File: src/rtl/ioctl_mem_loader_if.sv
// Bus bundle between the HPS download stream, the loader and the 16-bit memory arbiter.
// The loader is the memory-side master; the HPS I/O block and arbiter form the slave side.
interface ioctl_mem_loader_if;
  logic        ioctl_download;
  logic [7:0]  ioctl_index;
  logic        ioctl_wr;
  logic [24:0] ioctl_addr;
  logic [7:0]  ioctl_dout;
  logic        ioctl_wait;

  logic [23:0] mem_addr;
  logic [15:0] mem_din;
  logic [1:0]  mem_be;
  logic        mem_req;
  logic        mem_ack;

  modport master (
    input  ioctl_download, ioctl_index, ioctl_wr, ioctl_addr, ioctl_dout,
    output ioctl_wait,
    output mem_addr, mem_din, mem_be, mem_req,
    input  mem_ack
  );

  modport slave (
    output ioctl_download, ioctl_index, ioctl_wr, ioctl_addr, ioctl_dout,
    input  ioctl_wait,
    input  mem_addr, mem_din, mem_be, mem_req,
    output mem_ack
  );
endinterface

File: src/rtl/ioctl_mem_loader.sv
// HPS download consumer: buffers ioctl bytes in a FIFO, merges even/odd pairs into
// byte-enabled 16-bit writes and throttles the download with ioctl_wait.
module ioctl_mem_loader #(
  parameter int FIFO_AW     = 3,
  parameter int WAIT_MARGIN = 2
) (
  input  logic                 clk_sys,
  input  logic                 reset_n,
  ioctl_mem_loader_if.master   bus,
  output logic                 load_busy,
  output logic                 load_done,
  output logic [7:0]           load_index,
  output logic [24:0]          byte_count,
  output logic                 overflow
);

  localparam int DEPTH = 2 ** FIFO_AW;
  localparam int PTR_W = FIFO_AW + 1;

  typedef enum logic [1:0] {
    IDLE = 2'd0,
    HOLD = 2'd1,
    REQ  = 2'd2
  } state_t;

  // FIFO storage: {addr[24:0], byte[7:0]}
  logic [32:0]      fifo_mem [DEPTH];
  logic [PTR_W-1:0] wr_ptr_reg;
  logic [PTR_W-1:0] rd_ptr_reg;
  logic [PTR_W-1:0] fill_cnt;
  logic [PTR_W-1:0] fill_cnt_next;
  logic [PTR_W-1:0] free_slots;
  logic             fifo_empty;
  logic             fifo_full;
  logic             push;
  logic             pop;
  logic             drop;
  logic [24:0]      head_addr;
  logic [7:0]       head_byte;

  state_t           state_reg;
  logic [24:0]      hold_addr_reg;
  logic [7:0]       hold_lo_reg;
  logic [23:0]      mem_addr_reg;
  logic [15:0]      mem_din_reg;
  logic [1:0]       mem_be_reg;
  logic             mem_req_reg;

  logic             wait_reg;
  logic             dl_reg;
  logic             busy_reg;
  logic             done_reg;
  logic [7:0]       index_reg;
  logic [24:0]      count_reg;
  logic             overflow_reg;

  logic             dl_start;
  logic             busy_now;
  logic             pair_match;

  assign fill_cnt      = wr_ptr_reg - rd_ptr_reg;
  assign fifo_empty    = (fill_cnt == '0);
  assign fifo_full     = (fill_cnt == PTR_W'(DEPTH));
  assign free_slots    = PTR_W'(DEPTH) - fill_cnt;
  assign {head_addr, head_byte} = fifo_mem[rd_ptr_reg[FIFO_AW-1:0]];
  assign pair_match    = (head_addr == {hold_addr_reg[24:1], 1'b1});

  // Pop decision is shared by the FIFO pointers and the FSM so both see the same event.
  always_comb begin
    pop = 1'b0;
    if (!fifo_empty) begin
      case (state_reg)
        IDLE:    pop = 1'b1;
        HOLD:    pop = pair_match;
        default: pop = 1'b0;
      endcase
    end
  end

  // A pop in the same cycle frees a slot, so a write into a full FIFO still lands.
  assign push          = bus.ioctl_wr & (~fifo_full | pop);
  assign drop          = bus.ioctl_wr & fifo_full & ~pop;
  assign fill_cnt_next = fill_cnt + PTR_W'(push) - PTR_W'(pop);
  assign dl_start      = bus.ioctl_download & ~dl_reg;
  assign busy_now      = bus.ioctl_download | ~fifo_empty | (state_reg != IDLE);

  always_ff @(posedge clk_sys) begin
    if (push) begin
      fifo_mem[wr_ptr_reg[FIFO_AW-1:0]] <= {bus.ioctl_addr, bus.ioctl_dout};
    end
  end

  always_ff @(posedge clk_sys or negedge reset_n) begin
    if (!reset_n) begin
      wr_ptr_reg   <= '0;
      rd_ptr_reg   <= '0;
      wait_reg     <= 1'b0;
      dl_reg       <= 1'b0;
      busy_reg     <= 1'b0;
      done_reg     <= 1'b0;
      index_reg    <= '0;
      count_reg    <= '0;
      overflow_reg <= 1'b0;
    end else begin
      if (push) begin
        wr_ptr_reg <= wr_ptr_reg + PTR_W'(1);
      end
      if (pop) begin
        rd_ptr_reg <= rd_ptr_reg + PTR_W'(1);
      end
      // Deliberately one cycle late; the margin covers the write already in flight.
      wait_reg <= (fill_cnt_next != '0) && (free_slots <= PTR_W'(WAIT_MARGIN));
      dl_reg   <= bus.ioctl_download;
      busy_reg <= busy_now;
      done_reg <= busy_reg & ~busy_now;
      if (dl_start) begin
        index_reg    <= bus.ioctl_index;
        count_reg    <= {24'd0, push};
        overflow_reg <= drop;
      end else begin
        if (push) begin
          count_reg <= count_reg + 25'd1;
        end
        if (drop) begin
          overflow_reg <= 1'b1;
        end
      end
    end
  end

  // Holding-register validity is implied by the HOLD state.
  always_ff @(posedge clk_sys or negedge reset_n) begin
    if (!reset_n) begin
      state_reg     <= IDLE;
      hold_addr_reg <= '0;
      hold_lo_reg   <= '0;
      mem_addr_reg  <= '0;
      mem_din_reg   <= '0;
      mem_be_reg    <= '0;
      mem_req_reg   <= 1'b0;
    end else begin
      case (state_reg)
        IDLE: begin
          if (!fifo_empty) begin
            if (!head_addr[0]) begin
              hold_addr_reg <= head_addr;
              hold_lo_reg   <= head_byte;
              state_reg     <= HOLD;
            end else begin
              mem_addr_reg <= head_addr[24:1];
              mem_din_reg  <= {head_byte, 8'h00};
              mem_be_reg   <= 2'b10;
              mem_req_reg  <= 1'b1;
              state_reg    <= REQ;
            end
          end
        end
        HOLD: begin
          if (!fifo_empty && pair_match) begin
            mem_addr_reg <= hold_addr_reg[24:1];
            mem_din_reg  <= {head_byte, hold_lo_reg};
            mem_be_reg   <= 2'b11;
            mem_req_reg  <= 1'b1;
            state_reg    <= REQ;
          end else if (!fifo_empty || !bus.ioctl_download) begin
            // Unrelated next byte or end of download: write the even byte alone.
            mem_addr_reg <= hold_addr_reg[24:1];
            mem_din_reg  <= {8'h00, hold_lo_reg};
            mem_be_reg   <= 2'b01;
            mem_req_reg  <= 1'b1;
            state_reg    <= REQ;
          end
        end
        REQ: begin
          if (bus.mem_ack) begin
            mem_req_reg <= 1'b0;
            state_reg   <= IDLE;
          end
        end
        default: begin
          mem_req_reg <= 1'b0;
          state_reg   <= IDLE;
        end
      endcase
    end
  end

  assign bus.ioctl_wait = wait_reg;
  assign bus.mem_addr   = mem_addr_reg;
  assign bus.mem_din    = mem_din_reg;
  assign bus.mem_be     = mem_be_reg;
  assign bus.mem_req    = mem_req_reg;
  assign load_busy      = busy_reg;
  assign load_done      = done_reg;
  assign load_index     = index_reg;
  assign byte_count     = count_reg;
  assign overflow       = overflow_reg;

endmodule
File: src/flat_wrapper.sv
// flat-port wrapper written by rule: the top's interface ports become plain ports
module ioctl_mem_loader_flat 
#(
  parameter int FIFO_AW     = 3,
  parameter int WAIT_MARGIN = 2
)
  (clk_sys, reset_n, load_busy, load_done, load_index, byte_count, overflow, bus_ioctl_download, bus_ioctl_index, bus_ioctl_wr, bus_ioctl_addr, bus_ioctl_dout, bus_ioctl_wait, bus_mem_addr, bus_mem_din, bus_mem_be, bus_mem_req, bus_mem_ack);
  ioctl_mem_loader_if bus_i ();
  input  logic clk_sys;
  input  logic reset_n;
  output logic load_busy;
  output logic load_done;
  output logic [7:0] load_index;
  output logic [24:0] byte_count;
  output logic overflow;
  input wire logic [$bits(bus_i.ioctl_download)-1:0] bus_ioctl_download;
  input wire logic [$bits(bus_i.ioctl_index)-1:0] bus_ioctl_index;
  input wire logic [$bits(bus_i.ioctl_wr)-1:0] bus_ioctl_wr;
  input wire logic [$bits(bus_i.ioctl_addr)-1:0] bus_ioctl_addr;
  input wire logic [$bits(bus_i.ioctl_dout)-1:0] bus_ioctl_dout;
  output wire logic [$bits(bus_i.ioctl_wait)-1:0] bus_ioctl_wait;
  output wire logic [$bits(bus_i.mem_addr)-1:0] bus_mem_addr;
  output wire logic [$bits(bus_i.mem_din)-1:0] bus_mem_din;
  output wire logic [$bits(bus_i.mem_be)-1:0] bus_mem_be;
  output wire logic [$bits(bus_i.mem_req)-1:0] bus_mem_req;
  input wire logic [$bits(bus_i.mem_ack)-1:0] bus_mem_ack;
  assign bus_i.ioctl_download = bus_ioctl_download;
  assign bus_i.ioctl_index = bus_ioctl_index;
  assign bus_i.ioctl_wr = bus_ioctl_wr;
  assign bus_i.ioctl_addr = bus_ioctl_addr;
  assign bus_i.ioctl_dout = bus_ioctl_dout;
  assign bus_ioctl_wait = bus_i.ioctl_wait;
  assign bus_mem_addr = bus_i.mem_addr;
  assign bus_mem_din = bus_i.mem_din;
  assign bus_mem_be = bus_i.mem_be;
  assign bus_mem_req = bus_i.mem_req;
  assign bus_i.mem_ack = bus_mem_ack;
  ioctl_mem_loader #(.FIFO_AW(FIFO_AW), .WAIT_MARGIN(WAIT_MARGIN)) u_core (.clk_sys(clk_sys), .reset_n(reset_n), .bus(bus_i), .load_busy(load_busy), .load_done(load_done), .load_index(load_index), .byte_count(byte_count), .overflow(overflow));
endmodule
File: config.mk
export PLATFORM = sky130hd
export DESIGN_NAME = ioctl_mem_loader_flat
export DESIGN_NICKNAME = d
export VERILOG_FILES = /design/src/rtl/ioctl_mem_loader_if.sv /design/src/rtl/ioctl_mem_loader.sv /design/src/flat_wrapper.sv
export SDC_FILE = /design/constraint.sdc
export NUM_CORES = 1
export LEC_CHECK = 0
export CORE_MARGIN = 2
export CORE_UTILIZATION = 45
export DETAILED_ROUTE_END_ITERATION = 10
export HOLD_SLACK_MARGIN = 0.06
export PLACE_DENSITY = 0.74
export SYNTH_ARGS = -nofsm -noshare
export SYNTH_HDL_FRONTEND = slang
export SYNTH_SLANG_ARGS = --single-unit
File: constraint.sdc
create_clock -name clk_sys -period 10 [get_ports clk_sys]
set_input_delay 3 -clock clk_sys [delete_from_list [all_inputs] [get_ports clk_sys]]
set_output_delay 3 -clock clk_sys [all_outputs]
set_load 0.005 [all_outputs]
==> results of run 1 <==
## Yosys cell counts (3+ instances only)
master    number  area (um2)
a21bo_2        3        30.0
a21o_1         4        30.0
a21oi_1       49         245
a22o_1        25         219
a22oi_1       12        90.1
and2_1         3        18.8
buf_1          5        18.8
buf_2          9        45.0
buf_6          7        78.8
buf_8          3        45.0
clkbuf_1      34         128
dfrtp_1      123        3080
edfxtp_1     264        7930
ha_1          15         188
inv_1         13        48.8
mux2_2         5        56.3
mux2i_1       74         741
mux4_2        34         766
nand2_1      125         469
nand2b_1       3        18.8
nand3_1       17        85.1
nand3b_1       6        45.0
nand4_1        5        31.3
nor2_1        33         124
nor2b_1        5        31.3
nor3_1        11        55.1
nor4_1         7        43.8
o21ai_0       83         415
o31ai_1       16         120
or2_2         11        68.8
or3_1         19         119
or4_1          9        67.6
xnor2_1        7        61.3
xor2_1        18         158
## cell families (layout without fill, tap and decap cells)
| family | Yosys count | after routing | share of synthesized area, % |
|---|---|---|---|
| AO/OA/AOI/OAI | 203 | 203 | 7.74 |
| XOR/XNOR | 25 | 25 | 1.37 |
| adder cells (fa/ha/maj) | 17 | 17 | 1.43 |
| buffers and inverters | 73 | 235 | 2.35 |
| flip-flops | 387 | 387 | 68.9 |
| multiplexers | 116 | 116 | 10.2 |
| other | 0 | 1 | 0 |
| AND/OR/NAND/NOR | 265 | 265 | 8.07 |
## area by class of cell
| type | count | share of cell area (%) |
|---|---|---|
| Multi-Input combinational cell | 626 | 24.5 |
| Clock inverter | 15 | 0.690 |
| Timing Repair Buffer | 145 | 7.37 |
| Tap cell | 461 | 3.03 |
| Inverter | 14 | 0.276 |
| Sequential cell | 387 | 57.9 |
| Antenna cell | 1 | 0.0132 |
| Clock buffer | 61 | 6.22 |
## placed cells by master (no fill, tap or decap), types with 32 or more instances in the layout
| cell | netlist | final |
|---|---|---|
| edfxtp_1 | 264 | 264 |
| nand2_1 | 125 | 124 |
| clkdlybuf4s50_1 | 0 | 124 |
| dfrtp_1 | 123 | 122 |
| o21ai_0 | 83 | 83 |
| mux2i_1 | 74 | 74 |
| a21oi_1 | 49 | 49 |
| clkbuf_16 | 0 | 43 |
| mux4_2 | 34 | 34 |
| nor2_1 | 33 | 32 |
## power by group
group          leakage (nW)  internal [mW]  switching, mW  total (mW)
Combinational          2.49          0.987           1.29        2.27
Sequential             3.95           2.10          0.236        2.34
Clock                 0.636          0.872          0.598        1.47
## worst max-delay path by stage
stage / to / startpoint
after floorplan: u_core.fifo_mem[4][0]$_DFFE_PP_ / u_core.rd_ptr_reg[1]$_DFFE_PN0N_
after global placement: u_core.fifo_mem[7][18]$_DFFE_PP_ / u_core.rd_ptr_reg[1]$_DFFE_PN0N_
after detailed placement: u_core.fifo_mem[7][18]$_DFFE_PP_ / u_core.rd_ptr_reg[1]$_DFFE_PN0N_
after CTS: u_core.fifo_mem[7][12]$_DFFE_PP_ / u_core.rd_ptr_reg[1]$_DFFE_PN0N_
after global routing: u_core.fifo_mem[7][12]$_DFFE_PP_ / u_core.rd_ptr_reg[0]$_DFFE_PN0N_
final: u_core.fifo_mem[7][12]$_DFFE_PP_ / u_core.rd_ptr_reg[1]$_DFFE_PN0N_
## per-stage QoR
step / utilization, % / std cells / setup WS (ns)
6_report: 54.0 / 1710 / 4.12
3_3_place_gp: 50.3 / 1633 / 4.28
2_1_floorplan: - / 1086 / 2.33
4_1_cts: 54.0 / 1709 / 4.07
3_5_place_dp: 50.3 / 1633 / 4.04
5_1_grt: 54.0 / 1709 / 3.79
## critical path, delay by kind of cell, from the launching register on
family,cells,cell delay [ns]
and+or+nand+nor,6,2.39
buffers and inverters,3,1.42
adders and majority gates,2,0.63
AOI/OAI and AO/OA,3,0.54
DFF,1,0.35
xor gates and xnor gates,1,0.16
## routing by layer
metal | up-vias | GRT usage, % | part of all wire [%]
li1 | 4360 | - | -
met2 | 292 | 32.7 | 49
met3 | 56 | 3.55 | 6.0
met4 | 0 | 4.73 | 1.9
met5 | - | 0 | 0
met1 | 4668 | 26.0 | 43
==> flow_metrics.py, run 1 <==
metrics = {
    "outcome": {
        "status": "complete, no violations",
    },
    "global_routing": {
        "first_global_vias": 9397,
        "grt_max_degree": 78,
        "grt_antenna_before_repair": 1,
        "grt-ovfl-total": 0,
        "grt.total_usage_pct": 19.3,
        "grt_pass1_wl_um": 54200,
    },
    "setup_path": {
        "r2r_cells": 15,
        "path_max_fanout": 24,
        "slowest_stage": "nor3_2",
        "reg2reg_to": "u_core.fifo_mem[7][12]$_DFFE_PP_",
        "cp_cell_sequence": "buf_4 > inv_1 > ha_1 > a21o_1 > a21oi_1 > xnor2_1 > ha_1 > nand2_1 > nand3_1 > or3b_2 > nand4b_1 > nor4b_4 > o21ai_4 > nor3_2 > buf_4",
        "slowest_delay_ns": 0.88,
        "end_kind": "flop",
        "worstSetupPathType": "reg2reg",
        "r2r-start": "u_core.rd_ptr_reg[1]$_DFFE_PN0N_",
        "arrival_ns": 6.06,
        "regToRegSetupSlack_ns": 4.12,
        "worstSetupStartpointType": "flop",
        "cp.required_ns": 10.18,
    },
    "synth": {
        "synth.distinct_cells": 55,
        "synth_warnings": 0,
        "synth-main-ff-cell": "edfxtp_1",
        "syn-num-nets": 1149,
        "postSynthAreaPerCell_um2": 14.7,
        "synth_edf_count": 264,
        "synth_cells": 1086,
        "yosysSeqAreaShare_pct": 68.9,
        "syn-cell-area_um2": 16000,
        "ys_seq_elements": 387,
        "async_reset_ff_share_pct": 31.8,
    },
    "pwr": {
        "design_power_total_mw": 6.08,
        "cellPowerDensity_nw_per_um2": 320,
        "ir_drop_mv": 0.264,
        "p_leak_nw": 7.08,
    },
    "cells_and_area": {
        "finalInstanceArea_um2": 19000,
        "fill_cells": 2854,
        "largest_reg_flops": 264,
        "regArea_um2": 11000,
        "area_delta_synth_final_pct": 19.1,
        "multi_input_area_um2": 4670,
        "drive_gt1_share_pct": 12.6,
        "fin_nets": 1278,
    },
    "sta": {
        "fmax_ghz": 0.170,
        "min_period_ns": 5.88,
        "rsz0062_at_grt": "no",
        "fin_crit_sh_pct": 58.8,
        "relSlewSlack_pct": 19.7,
        "worstMarginPinSlew_ns": 1.20,
        "finalSetupTns_ns": 0,
        "hold_slack_ns": 0.477,
        "finalHoldViolations": 0,
        "slew_viol_final": 0,
        "skew_ns": 0.0196,
        "setup_viol": 0,
    },
    "floorplan": {
        "fp.coreArea_um2": 35200,
        "start_util_pct": 45.4,
        "fp.dieArea_um2": 37000,
        "dieWidth_um": 192,
        "io_pins": 126,
        "die_h_um": 192,
        "rows": 69,
    },
    "cts": {
        "clock_sinks": 387,
        "cts_root_buf": "clkbuf_16",
        "postCtsResizedCells": 0,
        "cts_tree": "yes",
        "clk_pin_slew_ns": 0.06,
        "post-cts-setup-buffers": 0,
        "htree_levels": 2,
        "cts_max_path_buffers": 3,
        "insertion_delay_ns": 0.54,
        "cts_hold_buf": 0,
        "numCtsBuffers": 41,
    },
    "route": {
        "avgRoutedWirePerCell_um": 20.5,
        "via_per_inst": 5.48,
        "remaining_drc_errors": 0,
        "vias": 9376,
        "drt_iter0_drc": 773,
        "totalWireLength_um": 35100,
        "drtAntennaViolNets": 0,
        "first_pass_iters": 5,
    },
    "placed_design": {
        "place.gp.congestion": 0.757,
        "placed_area_um2": 17700,
        "port-buffer-count": 125,
        "hpwlAfterDp_um": 21800,
    },
    "min_path": {
        "hold_depth": 2,
        "hp-class": "reg2reg",
        "hold_start": "u_core.load_index[4]$_DFFE_PN0P_",
        "hold_path_end": "u_core.load_index[4]$_DFFE_PN0P_",
    },
    "job": {
        "drv_cap": 0,
    },
}
No activity file was read; power rests on OpenSTA's default activity.
==> run 2, diff against run 1 <==
- clock period: 10 -> 5.45 ns (I/O delays scaled with it)
==> run 2 against run 1 <==
- die area did not move
- via count grew 0.13%
- design area rose by 1.3%
- core utilization up 0.69 points
- setup slack got worse by 3.7 ns
- non-clock buffer count increased by 11
- maximum frequency up 16%
- clock power is 95% higher
==> flow_metrics.py, run 2 (same netlist as run 1, synthesis figures left out) <==
metrics = {
    "cells_and_area": {
        "area_delta_synth_final_pct": 20.6,
        "final_cell_mix": "edfxtp_1, nand2_1, clkdlybuf4s50_1",
        "drive_gt1_share_pct": 13.6,
        "fin_nets": 1287,
        "final_util_pct": 54.7,
        "layout_commonest_cell": "edfxtp_1",
        "largest_reg_flops": 264,
    },
    "setup_path": {
        "cp.required_ns": 5.85,
        "path_max_fanout": 8,
        "worstSetupStartpointType": "flop",
        "arrival_ns": 5.45,
        "end_kind": "flop",
        "r2r_cells": 18,
        "regToRegSetupSlack_ns": 0.41,
        "worstSetupPathType": "reg2reg",
    },
    "route": {
        "avgRoutedWirePerCell_um": 20.3,
        "totalWireLength_um": 34900,
        "vias": 9388,
        "via_per_inst": 5.47,
        "drt_iter0_drc": 716,
        "drtAntennaViolNets": 0,
        "remaining_drc_errors": 0,
        "first_pass_iters": 5,
    },
    "pwr": {
        "seq_power_share_pct": 37.3,
        "p_leak_nw": 7.21,
        "switching_share_pct": 34.5,
        "clkPwrFrac_pct": 25.0,
        "internal-power_mw": 7.49,
        "p_sw_mw": 3.95,
        "pwr-share-comb_pct": 37.8,
        "ir_drop_mv": 0.355,
        "cellPowerDensity_nw_per_um2": 594,
    },
    "cts": {
        "postCtsResizedCells": 0,
        "cts_tree": "yes",
        "post-cts-setup-buffers": 0,
        "cts_root_buf": "clkbuf_16",
        "cts_hold_buf": 0,
        "cts_max_path_buffers": 3,
        "clk_pin_slew_ns": 0.06,
        "clock_sinks": 387,
        "numCtsBuffers": 39,
        "htree_levels": 2,
        "insertion_delay_ns": 0.54,
    },
    "placed_design": {
        "place.gp.congestion": 0.794,
        "hpwlAfterDp_um": 22500,
        "port-buffer-count": 125,
    },
    "floorplan": {
        "fp.dieArea_um2": 37000,
        "io_pins": 126,
        "die_h_um": 192,
        "dieWidth_um": 192,
        "start_util_pct": 45.4,
        "fp.coreArea_um2": 35200,
        "rows": 69,
    },
    "sta": {
        "setup_viol": 0,
        "slew_viol_final": 0,
        "hold_slack_ns": 0.474,
        "relSlewSlack_pct": 19.3,
        "finalSetupTns_ns": 0,
        "finalHoldViolations": 0,
        "fin_crit_sh_pct": 92.5,
        "fmax_ghz": 0.198,
        "skew_ns": 0.0208,
        "worstMarginPinSlew_ns": 1.21,
        "min_period_ns": 5.04,
        "rsz0062_at_grt": "no",
    },
    "global_routing": {
        "grt-ovfl-total": 0,
        "grt_pass1_wl_um": 53500,
        "grt.total_usage_pct": 19.1,
        "grt_max_degree": 92,
        "grt_antenna_before_repair": 1,
        "first_global_vias": 9539,
    },
    "outcome": {
        "status": "complete, no violations",
    },
    "min_path": {
        "hold_depth": 2,
        "hp-class": "reg2reg",
    },
    "job": {
        "drv_cap": 0,
    },
}
## run 2: changes by cell type in the layout (fill, tap and decap cells not counted), sizes merged
cell,previous run,this run
clkinvlp,2,0
clkbuf,61,53
clkinv,10,11
bufinv,2,6
buf,21,32
## run 2: power by group through the flow
stage,logic [mW],registers [mW],clock network (mW)
2_1_floorplan,3.00,4.17,0
3_3_place_gp,4.23,4.28,0
3_5_place_dp,4.33,4.32,0
4_1_cts,4.37,4.27,2.91
5_1_grt,4.79,4.33,3.03
6_report,4.32,4.26,2.86
## run 2: worst max-delay path, stage by stage, from the launching register on
cell	delay [ns]
dfrtp_1	0.54
inv_1	0.25
ha_1	0.18
inv_1	0.06
fa_1	0.55
inv_1	0.13
ha_1	0.28
nand2_1	0.14
nand3_1	0.10
or3b_2	0.48
nand4b_1	0.26
nor4b_4	0.43
or2_2	0.26
ha_1	0.25
inv_1	0.05
ha_1	0.17
fa_1	0.42
nor4_1	0.28
nor3_1	0.09
## run 2: worst paths after layout
path / from / endpoint
setup / recovery: u_core.wr_ptr_reg[0]$_DFFE_PN0P_ / u_core.bus.ioctl_wait$_DFF_PN0_
hold / removal: u_core.bus.mem_din[15]$_DFFE_PN0P_ / u_core.bus.mem_din[15]$_DFFE_PN0P_
setup reg to reg: u_core.wr_ptr_reg[0]$_DFFE_PN0P_ / u_core.bus.ioctl_wait$_DFF_PN0_
hold reg to reg: u_core.bus.mem_din[15]$_DFFE_PN0P_ / u_core.bus.mem_din[15]$_DFFE_PN0P_
max in group asynchronous: reset_n / u_core.bus.mem_addr[12]$_DFFE_PN0P_
min in group asynchronous: reset_n / u_core.byte_count[22]$_DFFE_PN0P_
## run 2: final cells by class
| class | count | area, um2 |
|---|---|---|
| Fill cell | 2798 | 16000 |
| Sequential cell | 387 | 11000 |
| Multi-Input combinational cell | 626 | 4720 |
| Timing Repair Buffer | 156 | 1510 |
| Clock buffer | 53 | 1140 |
| Tap cell | 461 | 577 |
| Clock inverter | 18 | 253 |
| Inverter | 14 | 52.6 |
| Antenna cell | 1 | 2.50 |
## run 2: through the flow
step	total power [mW]	setup WS (ns)	cells	area [um2]
finish	11.4	0.406	1716	19300
global route	12.1	0.135	1715	19300
CTS	11.5	0.394	1715	19300
detailed placement	8.65	0.411	1644	17900
global placement	8.51	0.579	1644	17900
floorplan	7.17	-0.596	1086	16000
## run 2: metal layers
layer | GRT usage, % | vias to the layer above | part of all wire (%)
li1 | - | 4375 | -
met1 | 25.0 | 4688 | 43
met2 | 33.2 | 280 | 50
met3 | 3.27 | 45 | 5.8
met4 | 4.99 | 0 | 1.5
met5 | 0 | - | 0
==> run 3, diff against run 2 <==
- CORE_ASPECT_RATIO: default -> 0.7
==> run 3 against run 2 <==
- via count grew 1.8%
- clock skew about the same
- maximum frequency increased by 1.3%
- core utilization grew 0.14 points
- global-route usage is 0.84 points higher
- critical path depth unchanged
- register-to-register slack improved by 0.06 ns
- wire length is 4.6% higher
- die area hardly changed
- critical endpoint unchanged
==> flow_metrics.py, run 3 (same netlist as run 1, synthesis figures left out) <==
metrics = {
    "global_routing": {
        "grt_max_degree": 101,
        "grt-ovfl-total": 0,
        "grt.total_usage_pct": 20.0,
        "grt_pass1_wl_um": 56100,
        "first_global_vias": 9450,
        "grt_antenna_before_repair": 4,
    },
    "cells_and_area": {
        "multi_input_area_um2": 4730,
        "fin_nets": 1285,
        "finalInstanceArea_um2": 19100,
        "final_cell_mix": "edfxtp_1, nand2_1, clkdlybuf4s50_1",
        "largest_reg_flops": 264,
        "regArea_um2": 11000,
        "drive_gt1_share_pct": 13.0,
        "area_delta_synth_final_pct": 19.5,
        "fill_cells": 2816,
        "layout_commonest_cell": "edfxtp_1",
    },
    "sta": {
        "fin_crit_sh_pct": 91.4,
        "worstMarginPinSlew_ns": 1.22,
        "relSlewSlack_pct": 18.2,
        "skew_ns": 0.0206,
        "fmax_ghz": 0.201,
        "setup_viol": 0,
        "slew_viol_final": 0,
        "min_period_ns": 4.98,
        "finalHoldViolations": 0,
        "rsz0062_at_grt": "no",
    },
    "route": {
        "totalWireLength_um": 36500,
        "vias": 9554,
        "remaining_drc_errors": 0,
        "first_pass_iters": 6,
        "via_per_inst": 5.54,
        "avgRoutedWirePerCell_um": 21.2,
        "drt_iter0_drc": 957,
        "drtAntennaViolNets": 0,
    },
    "pwr": {
        "clkPwrFrac_pct": 23.1,
        "internal-power_mw": 7.25,
        "pwr-share-comb_pct": 39.1,
        "p_sw_mw": 4.03,
        "cellPowerDensity_nw_per_um2": 591,
        "switching_share_pct": 35.7,
        "seq_power_share_pct": 37.9,
        "p_leak_nw": 7.11,
        "ir_drop_mv": 0.394,
        "design_power_total_mw": 11.3,
    },
    "setup_path": {
        "cp.required_ns": 5.86,
        "arrival_ns": 5.39,
        "r2r-start": "u_core.wr_ptr_reg[0]$_DFFE_PN0P_",
        "path_max_fanout": 8,
        "reg2reg_to": "u_core.bus.ioctl_wait$_DFF_PN0_",
        "end_kind": "flop",
        "r2r_cells": 18,
        "worstSetupPathType": "reg2reg",
        "regToRegSetupSlack_ns": 0.47,
        "worstSetupStartpointType": "flop",
    },
    "cts": {
        "insertion_delay_ns": 0.54,
        "htree_levels": 2,
        "cts_max_path_buffers": 3,
        "clk_pin_slew_ns": 0.07,
        "post-cts-setup-buffers": 0,
        "numCtsBuffers": 38,
        "postCtsResizedCells": 0,
        "clock_sinks": 387,
        "cts_root_buf": "clkbuf_16",
        "cts_hold_buf": 0,
        "cts_tree": "yes",
    },
    "floorplan": {
        "fp.coreArea_um2": 34800,
        "die_h_um": 162,
        "fp.dieArea_um2": 37000,
        "start_util_pct": 45.9,
        "rows": 57,
        "io_pins": 126,
        "dieWidth_um": 229,
    },
    "placed_design": {
        "place.gp.congestion": 0.819,
        "port-buffer-count": 125,
        "placed_area_um2": 17900,
        "hpwlAfterDp_um": 23000,
    },
    "min_path": {
        "hold_depth": 1,
        "hold_start": "u_core.bus.mem_be[0]$_DFFE_PN0P_",
        "hold_path_end": "u_core.bus.mem_be[0]$_DFFE_PN0P_",
        "hp-class": "reg2reg",
    },
    "outcome": {
        "status": "complete, no violations",
    },
    "job": {
        "drv_cap": 0,
    },
}
[run 3: changes by cell type in the layout (fill, tap and decap cells not counted), sizes merged]
cell	delta
bufinv	-2
clkinv	+5
buf	-1
clkbuf	-5
[run 3: through the flow]
stage / TNS (ns) / hold slack [ns] / util (%) / setup WS [ns] / std cells
floorplan: -83.95 / 0.450 / - / -0.596 / 1086
finish: 0 / 0.475 / 54.8 / 0.469 / 1724
detailed placement: 0 / 0.461 / 51.3 / 0.345 / 1653
global route: 0 / 0.498 / 54.8 / 0.161 / 1723
CTS: 0 / 0.476 / 54.8 / 0.303 / 1722
global placement: 0 / 0.462 / 51.3 / 0.551 / 1653
[run 3: power groups by stage]
stage / Combinational, mW / Clock [mW] / Sequential [mW]
after floorplan: 3.00 / 0 / 4.17
after global routing: 4.83 / 2.78 / 4.34
after CTS: 4.43 / 2.64 / 4.27
after global placement: 4.29 / 0 / 4.29
final: 4.40 / 2.60 / 4.27
after detailed placement: 4.39 / 0 / 4.32
[run 3: cell type report]
type / count / area share, %
Timing Repair Buffer: 155 / 7.81
Clock buffer: 48 / 5.29
Tap cell: 472 / 3.09
Clock inverter: 21 / 1.07
Antenna cell: 1 / 0.0131
Multi-Input combinational cell: 626 / 24.8
Sequential cell: 387 / 57.7
Inverter: 14 / 0.275
[run 3: worst max-delay path by stage]
stage,start,end,cells past startpoint
after floorplan,u_core.rd_ptr_reg[1]$_DFFE_PN0N_,u_core.fifo_mem[0][0]$_DFFE_PP_,17
final,u_core.wr_ptr_reg[0]$_DFFE_PN0P_,u_core.bus.ioctl_wait$_DFF_PN0_,18
after CTS,u_core.wr_ptr_reg[0]$_DFFE_PN0P_,u_core.bus.ioctl_wait$_DFF_PN0_,18
after global routing,u_core.wr_ptr_reg[0]$_DFFE_PN0P_,u_core.bus.ioctl_wait$_DFF_PN0_,18
after global placement,u_core.wr_ptr_reg[0]$_DFFE_PN0P_,u_core.bus.ioctl_wait$_DFF_PN0_,18
after detailed placement,u_core.wr_ptr_reg[0]$_DFFE_PN0P_,u_core.bus.ioctl_wait$_DFF_PN0_,18
[run 3: critical path, cell delays in order (launching register included)]
cell and delay [ns]:
dfrtp_1 0.56, inv_1 0.27, ha_1 0.19, inv_1 0.06, fa_1 0.55, inv_1 0.13, ha_1 0.29, nand2_1 0.13
nand3_1 0.09, or3b_2 0.47, nand4b_1 0.29, nor4b_4 0.30, or2_2 0.24, ha_1 0.26, inv_1 0.07, ha_1 0.18
fa_1 0.42, nor4_1 0.27, nor3_1 0.09
[run 3: per-layer routing]
layer | routed length (um) | share of wire, % | up-vias | GRT usage (%)
li1 | - | - | 4376 | -
met1 | 16400 | 45 | 4788 | 28.5
met2 | 16600 | 46 | 325 | 30.9
met3 | 2680 | 7.3 | 61 | 4.71
met4 | 832 | 2.3 | 4 | 5.46
met5 | 23 | 0.063 | - | 0
